**config.mk**
```make
export PLATFORM = sky130hd
export DESIGN_NAME = c1541_iec_host
export DESIGN_NICKNAME = d
export VERILOG_FILES = /design/src/rtl/c1541_iec_pkg.sv /design/src/rtl/c1541_iec_timer.sv /design/src/rtl/c1541_iec_host.sv
export SDC_FILE = /design/constraint.sdc
export NUM_CORES = 1
export LEC_CHECK = 0
export CAP_MARGIN = 10
export CORE_MARGIN = 2
export CORE_UTILIZATION = 59
export DETAILED_ROUTE_END_ITERATION = 8
export PLACE_DENSITY = 0.81
export SLEW_MARGIN = 20
export SYNTH_ARGS = -nofsm -noshare
export SYNTH_HDL_FRONTEND = slang
export SYNTH_SLANG_ARGS = --single-unit
```
**constraint.sdc**
```tcl
create_clock -name clk_c1541 -period 2.7 [get_ports clk_c1541]
set_clock_uncertainty 0.1 [all_clocks]
set_input_delay 0.54 -clock clk_c1541 [delete_from_list [all_inputs] [get_ports clk_c1541]]
set_output_delay 0.54 -clock clk_c1541 [all_outputs]
set_load 0.02 [all_outputs]
```
**src/rtl/c1541_iec_pkg.sv**
```systemverilog
// Shared constants for the host-side IEC transmitter: FSM encodings, error codes
// and the microsecond-to-timer-load conversion.
package c1541_iec_pkg;

  localparam logic [3:0] ST_IDLE       = 4'd0;
  localparam logic [3:0] ST_ATN_ASSERT = 4'd1;
  localparam logic [3:0] ST_DEV_WAIT   = 4'd2;
  localparam logic [3:0] ST_ATN_DROP   = 4'd3;
  localparam logic [3:0] ST_READY      = 4'd4;
  localparam logic [3:0] ST_EOI_WAIT   = 4'd5;
  localparam logic [3:0] ST_BIT_LOW    = 4'd6;
  localparam logic [3:0] ST_BIT_HIGH   = 4'd7;
  localparam logic [3:0] ST_FRAME      = 4'd8;
  localparam logic [3:0] ST_ABORT      = 4'd9;

  localparam logic [1:0] ERR_NONE   = 2'b00;
  localparam logic [1:0] ERR_NO_DEV = 2'b01;
  localparam logic [1:0] ERR_FRAME  = 2'b10;
  localparam logic [1:0] ERR_EOI    = 2'b11;

  // Load value for the down-counter: it runs load..0, so the interval is load+1 cycles.
  function automatic int unsigned us2cyc(input int unsigned us, input int unsigned clk_hz);
    longint unsigned prod;
    prod = 64'(us) * 64'(clk_hz);
    return 32'(prod / 64'd1000000 - 64'd1);
  endfunction

  function automatic int unsigned max2(input int unsigned a, input int unsigned b);
    return (a > b) ? a : b;
  endfunction

endpackage

```
**src/rtl/c1541_iec_timer.sv**
```systemverilog
// Loadable down-counter shared by every timed phase of the IEC host FSM.
module c1541_iec_timer
  import c1541_iec_pkg::*;
#(
  parameter int W = 16
) (
  input  logic         clk_c1541,
  input  logic         reset,
  input  logic         load,
  input  logic [W-1:0] load_val,
  output logic [W-1:0] value,
  output logic         done
);

  always_ff @(posedge clk_c1541) begin
    if (reset)
      value <= '0;
    else if (load)
      value <= load_val;
    else if (value != '0)
      value <= value - W'(1);
  end

  assign done = (value == '0);

endmodule

```
**src/rtl/c1541_iec_host.sv**
```systemverilog
// Host-side IEC serial bus talker: sends command/data bytes with ATN and EOI
// signalling towards the emulated 1541 listener.
module c1541_iec_host
  import c1541_iec_pkg::*;
#(
  parameter int unsigned CLK_HZ       = 32000000,
  parameter int unsigned T_BIT_US     = 60,
  parameter int unsigned T_EOI_US     = 250,
  parameter int unsigned T_ACK_US     = 1000,
  parameter int unsigned T_BETWEEN_US = 100,
  parameter int unsigned T_ATN_US     = 20
) (
  input  logic       clk_c1541,
  input  logic       reset,
  input  logic       tx_valid,
  output logic       tx_ready,
  input  logic [7:0] tx_data,
  input  logic       tx_atn,
  input  logic       tx_eoi,
  input  logic       atn_release,
  output logic       iec_atn_o,
  output logic       iec_clk_o,
  output logic       iec_data_o,
  input  logic       iec_clk_i,
  input  logic       iec_data_i,
  output logic       busy,
  output logic       err,
  output logic [1:0] err_code
);

  localparam int unsigned BIT_LD = us2cyc(T_BIT_US, CLK_HZ);
  localparam int unsigned EOI_LD = us2cyc(T_EOI_US, CLK_HZ);
  localparam int unsigned ACK_LD = us2cyc(T_ACK_US, CLK_HZ);
  localparam int unsigned BTW_LD = us2cyc(T_BETWEEN_US, CLK_HZ);
  localparam int unsigned ATN_LD = us2cyc(T_ATN_US, CLK_HZ);
  localparam int unsigned MAX_LD = max2(max2(max2(BIT_LD, EOI_LD), max2(ACK_LD, BTW_LD)), ATN_LD);
  localparam int          TW     = $clog2(MAX_LD + 1);

  logic [1:0]    clk_sync, data_sync;
  logic          clk_s, data_s;

  logic [3:0]    state, state_n;
  logic [1:0]    phase, phase_n;
  logic [2:0]    n, n_n;
  logic [3:0]    n_sum;
  logic [7:0]    byte_r, byte_n;
  logic          eoi_r, eoi_n, rel_r, rel_n;
  logic          atn_r, atn_n, clk_r, clk_n, data_r, data_n;
  logic          err_n;
  logic [1:0]    code_n;

  logic          tmr_load;
  logic [TW-1:0] tmr_load_val, tmr_value;
  logic          tmr_done;
  logic          frame_settled;

  c1541_iec_timer #(.W(TW)) u_timer (
    .clk_c1541 (clk_c1541),
    .reset     (reset),
    .load      (tmr_load),
    .load_val  (tmr_load_val),
    .value     (tmr_value),
    .done      (tmr_done)
  );

  always_ff @(posedge clk_c1541) begin
    if (reset) begin
      clk_sync  <= 2'b11;
      data_sync <= 2'b11;
    end else begin
      clk_sync  <= {clk_sync[0], iec_clk_i};
      data_sync <= {data_sync[0], iec_data_i};
    end
  end

  assign clk_s  = clk_sync[1];
  assign data_s = data_sync[1];

  // The last data bit may still be low in the synchronisers when FRAME begins.
  assign frame_settled = (tmr_value < TW'(ACK_LD - 1));
  assign n_sum         = {1'b0, n} + 4'd1;

  always_comb begin
    state_n      = state;
    phase_n      = phase;
    n_n          = n;
    byte_n       = byte_r;
    eoi_n        = eoi_r;
    rel_n        = rel_r;
    atn_n        = atn_r;
    clk_n        = clk_r;
    data_n       = data_r;
    err_n        = 1'b0;
    code_n       = err_code;
    tmr_load     = 1'b0;
    tmr_load_val = '0;
    case (state)
      ST_IDLE: begin
        if (tx_valid) begin
          byte_n  = tx_data;
          eoi_n   = tx_eoi & ~tx_atn;
          rel_n   = 1'b0;
          n_n     = 3'd0;
          phase_n = 2'd0;
          if (tx_atn && atn_r) begin
            state_n      = ST_ATN_ASSERT;
            atn_n        = 1'b0;
            clk_n        = 1'b0;
            data_n       = 1'b1;
            tmr_load     = 1'b1;
            tmr_load_val = TW'(ATN_LD);
          end else if (!tx_atn && !atn_r) begin
            state_n      = ST_ATN_DROP;
            atn_n        = 1'b1;
            clk_n        = 1'b0;
            tmr_load     = 1'b1;
            tmr_load_val = TW'(ATN_LD);
          end else begin
            state_n = ST_READY;
            clk_n   = 1'b1;
            data_n  = 1'b1;
          end
        end else if (atn_release) begin
          rel_n        = 1'b1;
          state_n      = ST_ATN_DROP;
          atn_n        = 1'b1;
          clk_n        = 1'b0;
          tmr_load     = 1'b1;
          tmr_load_val = TW'(ATN_LD);
        end
      end
      ST_ATN_ASSERT: begin
        if (tmr_done) begin
          state_n      = ST_DEV_WAIT;
          tmr_load     = 1'b1;
          tmr_load_val = TW'(ACK_LD);
        end
      end
      ST_DEV_WAIT: begin
        if (!data_s) begin
          state_n = ST_READY;
          phase_n = 2'd0;
          clk_n   = 1'b1;
          data_n  = 1'b1;
        end else if (tmr_done) begin
          state_n = ST_ABORT;
          err_n   = 1'b1;
          code_n  = ERR_NO_DEV;
          atn_n   = 1'b1;
          clk_n   = 1'b1;
          data_n  = 1'b1;
        end
      end
      ST_ATN_DROP: begin
        if (tmr_done) begin
          clk_n = 1'b1;
          if (rel_r) begin
            state_n = ST_IDLE;
          end else begin
            state_n = ST_READY;
            phase_n = 2'd0;
            data_n  = 1'b1;
          end
        end
      end
      ST_READY: begin
        // Wait for the listener to release DATA and our own CLK release to be visible.
        if (phase == 2'd0) begin
          if (data_s && clk_s) begin
            tmr_load = 1'b1;
            if (eoi_r) begin
              state_n      = ST_EOI_WAIT;
              tmr_load_val = TW'(EOI_LD);
            end else begin
              phase_n      = 2'd1;
              tmr_load_val = TW'(BIT_LD);
            end
          end
        end else if (tmr_done) begin
          state_n      = ST_BIT_LOW;
          clk_n        = 1'b0;
          data_n       = byte_r[n];
          tmr_load     = 1'b1;
          tmr_load_val = TW'(BIT_LD);
        end
      end
      ST_EOI_WAIT: begin
        case (phase)
          2'd0: begin
            if (tmr_done) begin
              phase_n      = 2'd1;
              tmr_load     = 1'b1;
              tmr_load_val = TW'(ACK_LD);
            end
          end
          2'd1: begin
            if (!data_s) begin
              phase_n = 2'd2;
            end else if (tmr_done) begin
              state_n = ST_ABORT;
              err_n   = 1'b1;
              code_n  = ERR_EOI;
              atn_n   = 1'b1;
              clk_n   = 1'b1;
              data_n  = 1'b1;
            end
          end
          default: begin
            if (data_s) begin
              state_n      = ST_BIT_LOW;
              clk_n        = 1'b0;
              data_n       = byte_r[n];
              tmr_load     = 1'b1;
              tmr_load_val = TW'(BIT_LD);
            end
          end
        endcase
      end
      ST_BIT_LOW: begin
        if (tmr_done) begin
          state_n      = ST_BIT_HIGH;
          clk_n        = 1'b1;
          tmr_load     = 1'b1;
          tmr_load_val = TW'(BIT_LD);
        end
      end
      ST_BIT_HIGH: begin
        if (tmr_done) begin
          n_n      = n_sum[2:0];
          clk_n    = 1'b0;
          tmr_load = 1'b1;
          if (n_sum[3]) begin
            state_n      = ST_FRAME;
            phase_n      = 2'd0;
            data_n       = 1'b1;
            tmr_load_val = TW'(ACK_LD);
          end else begin
            state_n      = ST_BIT_LOW;
            data_n       = byte_r[n_sum[2:0]];
            tmr_load_val = TW'(BIT_LD);
          end
        end
      end
      ST_FRAME: begin
        if (phase == 2'd0) begin
          if (!data_s && frame_settled) begin
            phase_n      = 2'd1;
            tmr_load     = 1'b1;
            tmr_load_val = TW'(BTW_LD);
          end else if (tmr_done) begin
            state_n = ST_ABORT;
            err_n   = 1'b1;
            code_n  = ERR_FRAME;
            atn_n   = 1'b1;
            clk_n   = 1'b1;
            data_n  = 1'b1;
          end
        end else if (tmr_done) begin
          state_n = ST_IDLE;
          if (eoi_r)
            clk_n = 1'b1;
        end
      end
      ST_ABORT: begin
        state_n = ST_IDLE;
      end
      default: begin
        state_n = ST_IDLE;
        atn_n   = 1'b1;
        clk_n   = 1'b1;
        data_n  = 1'b1;
      end
    endcase
  end

  always_ff @(posedge clk_c1541) begin
    if (reset) begin
      state    <= ST_IDLE;
      phase    <= 2'd0;
      n        <= 3'd0;
      eoi_r    <= 1'b0;
      rel_r    <= 1'b0;
      atn_r    <= 1'b1;
      clk_r    <= 1'b1;
      data_r   <= 1'b1;
      err      <= 1'b0;
      err_code <= ERR_NONE;
    end else begin
      state    <= state_n;
      phase    <= phase_n;
      n        <= n_n;
      eoi_r    <= eoi_n;
      rel_r    <= rel_n;
      atn_r    <= atn_n;
      clk_r    <= clk_n;
      data_r   <= data_n;
      err      <= err_n;
      err_code <= code_n;
    end
  end

  always_ff @(posedge clk_c1541) begin
    byte_r <= byte_n;
  end

  assign tx_ready   = (state == ST_IDLE);
  assign busy       = (state != ST_IDLE);
  assign iec_atn_o  = atn_r;
  assign iec_clk_o  = clk_r;
  assign iec_data_o = data_r;

endmodule

```
# --- After elaboration in Yosys (flattened, before gate mapping) ---
# Index checks and enable logic that the tools add are counted.
word_totals:
  reg_bits: 44
  latchBits: 0
  ram_bits: 0
  rom_bits: 0
  input_bits: 16
  output_inout_bits: 8
  elab_cells: 232
  mem_count: 0
classes:
  addsub: 2
  mul: 0
  n_div: 0
  order_cmp: 3
  n_eq_ne: 45
  n_shift: 0
  mux: 132
  bitwise: 5
  reduce_logical: 31
ops:
  columns: ["operator", "n"]
  rows:
  - ["two-way mux 15 bit", 7]
  - ["one-hot mux 15 bit (7 select lines)", 1]
  - ["two-way mux 4 bit", 18]
  - ["two-way mux 1 bit", 55]
  - ["inequality test 2 bit, second input constant", 23]
  - ["two-way mux 2 bit", 20]
  - ["one-hot mux 4 bit (9 select lines)", 1]
  - ["two-way mux 10 bit", 3]
  - ["inequality test 3 bit, second input constant", 10]
  - ["one-hot mux 15 bit (2 select lines)", 1]
  - ["two-way mux 13 bit", 2]
  - ["two-way mux 12 bit", 2]
  - ["AND reduction 12 bit", 2]
  - ["two-way mux 11 bit", 2]
  - ["== test 4 x 3 -> 1 bit, second input constant", 4]
  - ["one-hot mux 1 bit (8 select lines)", 2]
  - ["zero test 15 bit", 1]
  - ["< comparator 15 bit, second input constant", 1]
  - ["two-way mux 3 bit", 5]
  - ["AND reduction 15 bit", 1]
  - ["nonzero test 15 bit", 1]
  - ["subtractor 15 x 1 -> 15 bit, second input constant", 1]
  - ["one-hot mux 2 bit (7 select lines)", 1]
  - ["one-hot mux 1 bit (5 select lines)", 2]
  - ["other kinds (33)", 52]

# --- Logic depth before layout (Yosys ltp) ---
# Gate-level depths: netlist (run 1).
logic_depth:
  ltp_word: 7
  mapped_depth: 9
  ltp_nobuf: 8

# --- By module ---
# From an unflattened synthesis (run 1), not the netlist that was laid out.
hier_totals:
  hier_cells: 379
  area_unflattened_um2: 3139.3
by_module_without_submodules:
  columns: ["module", "n_inst", "cells_each", "area_each_um2", "seq_area_each_um2"]
  rows:
  - ["c1541_iec_host", 1, 277, 2240.9, 660.6]
  - ["c1541_iec_timer", 1, 102, 898.4, 300.3]

# --- Worst setup path after synthesis (run 1) ---
# No wires, ideal clock.
synth_timing:
  path_type: "reg2reg"
  start: "register state[3]"
  end: "register state[0]"
  setup_time_ps: 88
  arrival_time_ps: 2290
  required_time_ps: 2512
  path_slack_ps: 222
  stages_incl_launch_ff: 9
  n_path_buf: 1
  period_less_slack_ps: 2478
  cell_sequence: "dfxtp_1 > buf_2 > nor4_2 > inv_1 > nor2_1 > a2111o_1 > nor3b_4 > and3_1 > a311oi_2"
synth_between:
  elab_chain_cells: 3
  elab_cells_between_ends: 23
  classes_between: "eq/ne: 20; mux: 1; reduce/logical: 2"
synth_lines:
  columns: ["item", "line_no", "text"]
  rows:
  - ["start: declaration", "c1541_iec_host.sv:42", "logic [3:0] state, state_n;"]
  - ["start signal: assignment", "c1541_iec_host.sv:289", "state <= state_n;"]
  - ["zero test 4 bit (*)", null, null]
  - ["net tx_ready", "c1541_iec_host.sv:16", "output logic tx_ready,"]
  - ["inequality test 3 x 2 -> 1 bit (no source line)", null, null]
  - ["AND reduction 12 bit (no source line)", null, null]
# The timed path passes the listed nets; every way through them passes the cells marked *.
# A chain may end at the register's enable or synchronous reset.

# --- Worst setup path in the final report (run 1) ---
layout_timing:
  start: "register state[2]"
  end: "output busy"
layout_between:
  elab_chain_cells: 1
layout_lines:
  columns: ["item", "line_no", "text"]
  rows:
  - ["nonzero test 4 bit", "c1541_iec_host.sv:307", "assign busy = (state != ST_IDLE);"]
  - ["end: declaration", "c1541_iec_host.sv:26", "output logic busy,"]
# No other way between the ends.

==> results of run 1 <==
-- registers in the layout (all words and copies together) (netlist names), 2 cells and up --
signal	count
u_timer.value	15
state	4
data_sync	2
err_code	2
n	3
clk_sync	2
byte_r	8
phase	2
-- metal layers --
metal,vias to the layer above,GRT usage
li1,1456,-
met1,1467,0.443
met2,169,0.498
met3,34,0.0582
met4,0,0.146
met5,-,0
-- cells in the final DEF (no fill, tap or decap), drive strengths merged, types with 7 or more instances in the layout --
cell,count
buf,31
or3,8
nand2,23
edfxtp,8
inv,14
a21oi,32
nor2,36
or2,7
xor2,8
and3,7
nand4,7
o21ai,19
nand3,17
dfxtp,36
nor4,9
nor3,12
clkdlybuf4s50,23
-- final timing paths --
path | from | end | slack, ps | depth (start not counted)
max reg2reg | state[2] | iec_data_o | 200 | 10
min reg2reg | clk_sync[0] | clk_sync[1] | 330 | 1
min | clk_sync[0] | clk_sync[1] | 330 | 1
max | state[2] | busy | 130 | 5
-- final cells by class --
class                           count  area [um2]  share of cell area
Clock buffer                        5        68.8              0.0190
Clock inverter                      3        45.0              0.0125
Inverter                           12        45.0              0.0125
Multi-Input combinational cell    288        1940               0.537
Sequential cell                    44         963               0.267
Tap cell                           70        87.6              0.0242
Timing Repair Buffer               54         463               0.128
-- kinds of logic (layout without fill, tap and decap cells) --
kind of cell,after synthesis,after routing,synth area share
adder cells (fa/ha/maj),4,4,0.0165
buffers and inverters,39,74,0.0506
AND/OR/NAND/NOR,162,162,0.320
AO/OA/AOI/OAI,102,102,0.223
flip-flops,44,44,0.316
XOR/XNOR,12,12,0.0346
multiplexers,8,8,0.0387
-- metrics by stage --
step                      power [mW]  hold WS [ps]  instances
final                           3.69           333        476
after detailed placement        3.06           316        467
after CTS                       3.62           337        475
after global routing            3.91           363        476
after global placement          3.03           293        467
after floorplan                 2.45           289        371
-- synth_stat cells, types with 6 or more instances --
master	n
nor2_1	35
inv_1	12
buf_2	6
o21ai_0	16
nor4_1	6
xor2_1	8
nand3_1	17
nand2_1	23
or2_2	6
nor3_1	12
dfxtp_1	36
or3_1	8
edfxtp_1	8
nor2b_1	6
a21oi_1	32
clkbuf_1	18
and3_1	7
-- repair_timing --
item | CTS | global route
endpoints found under the setup margin | 1 | 3
setup buffers | 0 | 1
gates resized for setup | 1 | 3
pin swaps | 0 | 1
hold buffers | 0 | 0
cloned | 0 | 0
-- power breakdown --
part           internal, mW  total, mW  leakage (nW)  switching [mW]
logic                 0.912       2.11         0.969            1.19
registers             0.844       1.05         0.372           0.206
clock network         0.280      0.536        0.0591           0.256
total                  2.04       3.69          1.40            1.66
-- worst register-to-register path: stages, from the launching register on --
cell and delay, ps:
dfxtp_2 430, buf_4 220, nor4_4 60, buf_4 160, inv_1 120, nor3b_1 70, a2111oi_0 490, buf_4 190
nand4_1 170, nor4b_2 310, a211oi_1 70
==> results by stage, run 1 <==
Drt:
- The total via count after detailed routing is around 3100.
- The detail route stage leaves a number of antenna-violating nets equal to 0.
- The detailed-router iteration count before antenna repair is 5.
- After the first detailed-routing iteration, the DRC count stood at between 400 and 500.
- In the final routing, the length of wire on met1 measures 3760 um.
- After detailed routing, the average wire length per cell comes to 18.6 um.
- The met3 wire length is between 700 and 800 um.
- Summed over all nets, wire length on met2 after detailed routing comes to 4080 um.
- In the routed layout, each cell is associated on average with a via count of between 6 and 7.
- The number of design rule violations left after detail routing is 0.
- The total wire length is 8870 um.
- The highest routing layer actually used is met4.

Global route:
- The global route total overflow is 0.
- The first global-routing pass estimated 13800 um of wire.
- The initial antenna violation count was 0.
- The number of global-route vias before repair is 2747.
- Across every metal layer, demand over resource in global routing totals 0.324.
- Entering global routing, the biggest net connects 33 pins.

Place:
- During placement, the flow inserted port buffers numbering 23.
- The worst setup slack after placement is -87.7 ps.
- After detailed placement, the total cell area comes to about 3500 um2.
- The HPWL after detailed placement is ~6500 um.
- The weighted congestion at the end of routability-driven global placement is 1.00.

Floorplanning:
- The x dimension of the die is 75.8 um.
- Row generation in the floorplan step produced 26 rows.
- The die covers between 5000 and 6000 um2.
- The chip height is approximately 76 um.
- The number of ports placed on the die boundary is 24.
- The starting density of the core is 0.603.
- The core region is just over 5000 um2.

Cells and area:
- The number of antenna diodes is 0.
- The utilization of the core after routing is 0.717.
- The post-route cell area is roughly 3600 um2.
- The area added between synthesis and finish is 18.8%.
- The net count of the finished layout is 425.
- The fraction of layout instances using a drive strength above 1 is 0.163.
- Fill cells in the final layout number 420.

Clock tree:
- Clock tree synthesis inserted a total of 5 buffers.
- The clock tree root driver cell is clkbuf_8.
- The number of buffers on the longest clock path is 2.
- The later pin in the worst-skew pair is clocked with a latency of ~310 ps.
- The H-tree depth is 2.
- CTS saw 44 sinks.
- The clock transition at the registers of the reported paths is approximately 100 ps.
- TritonCTS built the clock tree.

Run status:
- The flow ran to the end, and the final reports show no timing, DRC or antenna violations.

Worst setup path:
- The cell family contributing the most delay on the critical path is buffers and inverters.
- The maximum net fanout on the critical path is 11.
- Traced cell by cell, the critical path runs through buf_4 -> nor4_4 -> buf_4 -> inv_1 -> clkdlybuf4s50_1.
- On the worst path, the slowest cell contributes a delay of 630 ps.
- The slowest stage of the critical path belongs to the cell clkdlybuf4s50_1.
- The worst setup path is launched from a register.
- At the worst endpoint, the arrival time is just under 2000 ps.
- In this design, the critical path's most frequently occurring cell is buf_4.
- The critical path contains buffers and inverters numbering 4 combined.
- The startpoint-to-endpoint class of the critical path is reg2out.
- The endpoint kind of the worst setup timing path is a primary output.
- At the worst endpoint, the required time is roughly 2100 ps.

Logic synthesis:
- The biggest area contributor in the post-synthesis netlist is dfxtp_1.
- Among all flip-flop cells after synthesis, the most frequent one is dfxtp_1.
- A synthesized cell averages slightly above 8 um2.
- During synthesis, Yosys emitted a total of 0 warnings.
- In this run, synthesis inferred 8 flip-flops with an integrated enable.
- The count of distinct cell types in the synthesized netlist is between 70 and 80.
- For this run, asynchronously set or reset flops after synthesis account for 0.
- In this run, synthesis produced a sequential element count of between 40 and 50.
- The area share of the leading cell type in the synthesized netlist is 0.237.
- After technology mapping, the gate count stands at between 300 and 400.
- The cell area that synthesis handed to floorplanning was about 3000 um2.
- Ranked by total cell area, the synthesized netlist is headed by dfxtp_1 24%, edfxtp_1 7.9%, a21oi_1 5.3%.
- The total nets after synthesis is 391.
- The share of the Yosys chip area taken by registers is 0.316.

Power and ir drop:
- The total power density per cell area is roughly 1000 nW/um2.
- Summed over all cells, the static leakage comes to around 1.4 nW.
- The maximum vdd ir drop is ~650 uV.

Min path:
- In this run the worst hold path is classified as reg2reg.

Timing:
- Setup violations remaining at the end of the flow were counted as 0.
- Setup repair after global routing left no endpoint under its margin.
- Static timing analysis puts the maximum clock frequency at roughly 0.39 GHz.
- Summed over all failing endpoints, the final setup total negative slack is 0 ps.
- The worst path meets setup with 131 ps of slack.
- The routed design could run at a clock period as short as between 2000 and 3000 ps.
- The final number of hold-violating endpoints was 0.
- At the pin with the least slew margin, the transition time is ~580 ps.
- The count of pins over their slew limit came to 0.
- The share of the cycle needed by the critical path after routing is 0.951.
- The worst slew slack as a fraction of its limit is 0.611.

Run:
- The count of maximum capacitance violations is 0.
No activity file was read; power rests on OpenSTA's default activity.
==> run 2: changes to the inputs <==
--- a/config.mk
+++ b/config.mk
@@ -10,7 +10,6 @@
 export CORE_UTILIZATION = 59
 export DETAILED_ROUTE_END_ITERATION = 8
 export PLACE_DENSITY = 0.81
-export SLEW_MARGIN = 20
 export SYNTH_ARGS = -nofsm -noshare
 export SYNTH_HDL_FRONTEND = slang
 export SYNTH_SLANG_ARGS = --single-unit
==> results of run 2 <==
Same layout as run 1: the final DEF is identical, and so are final timing and power.
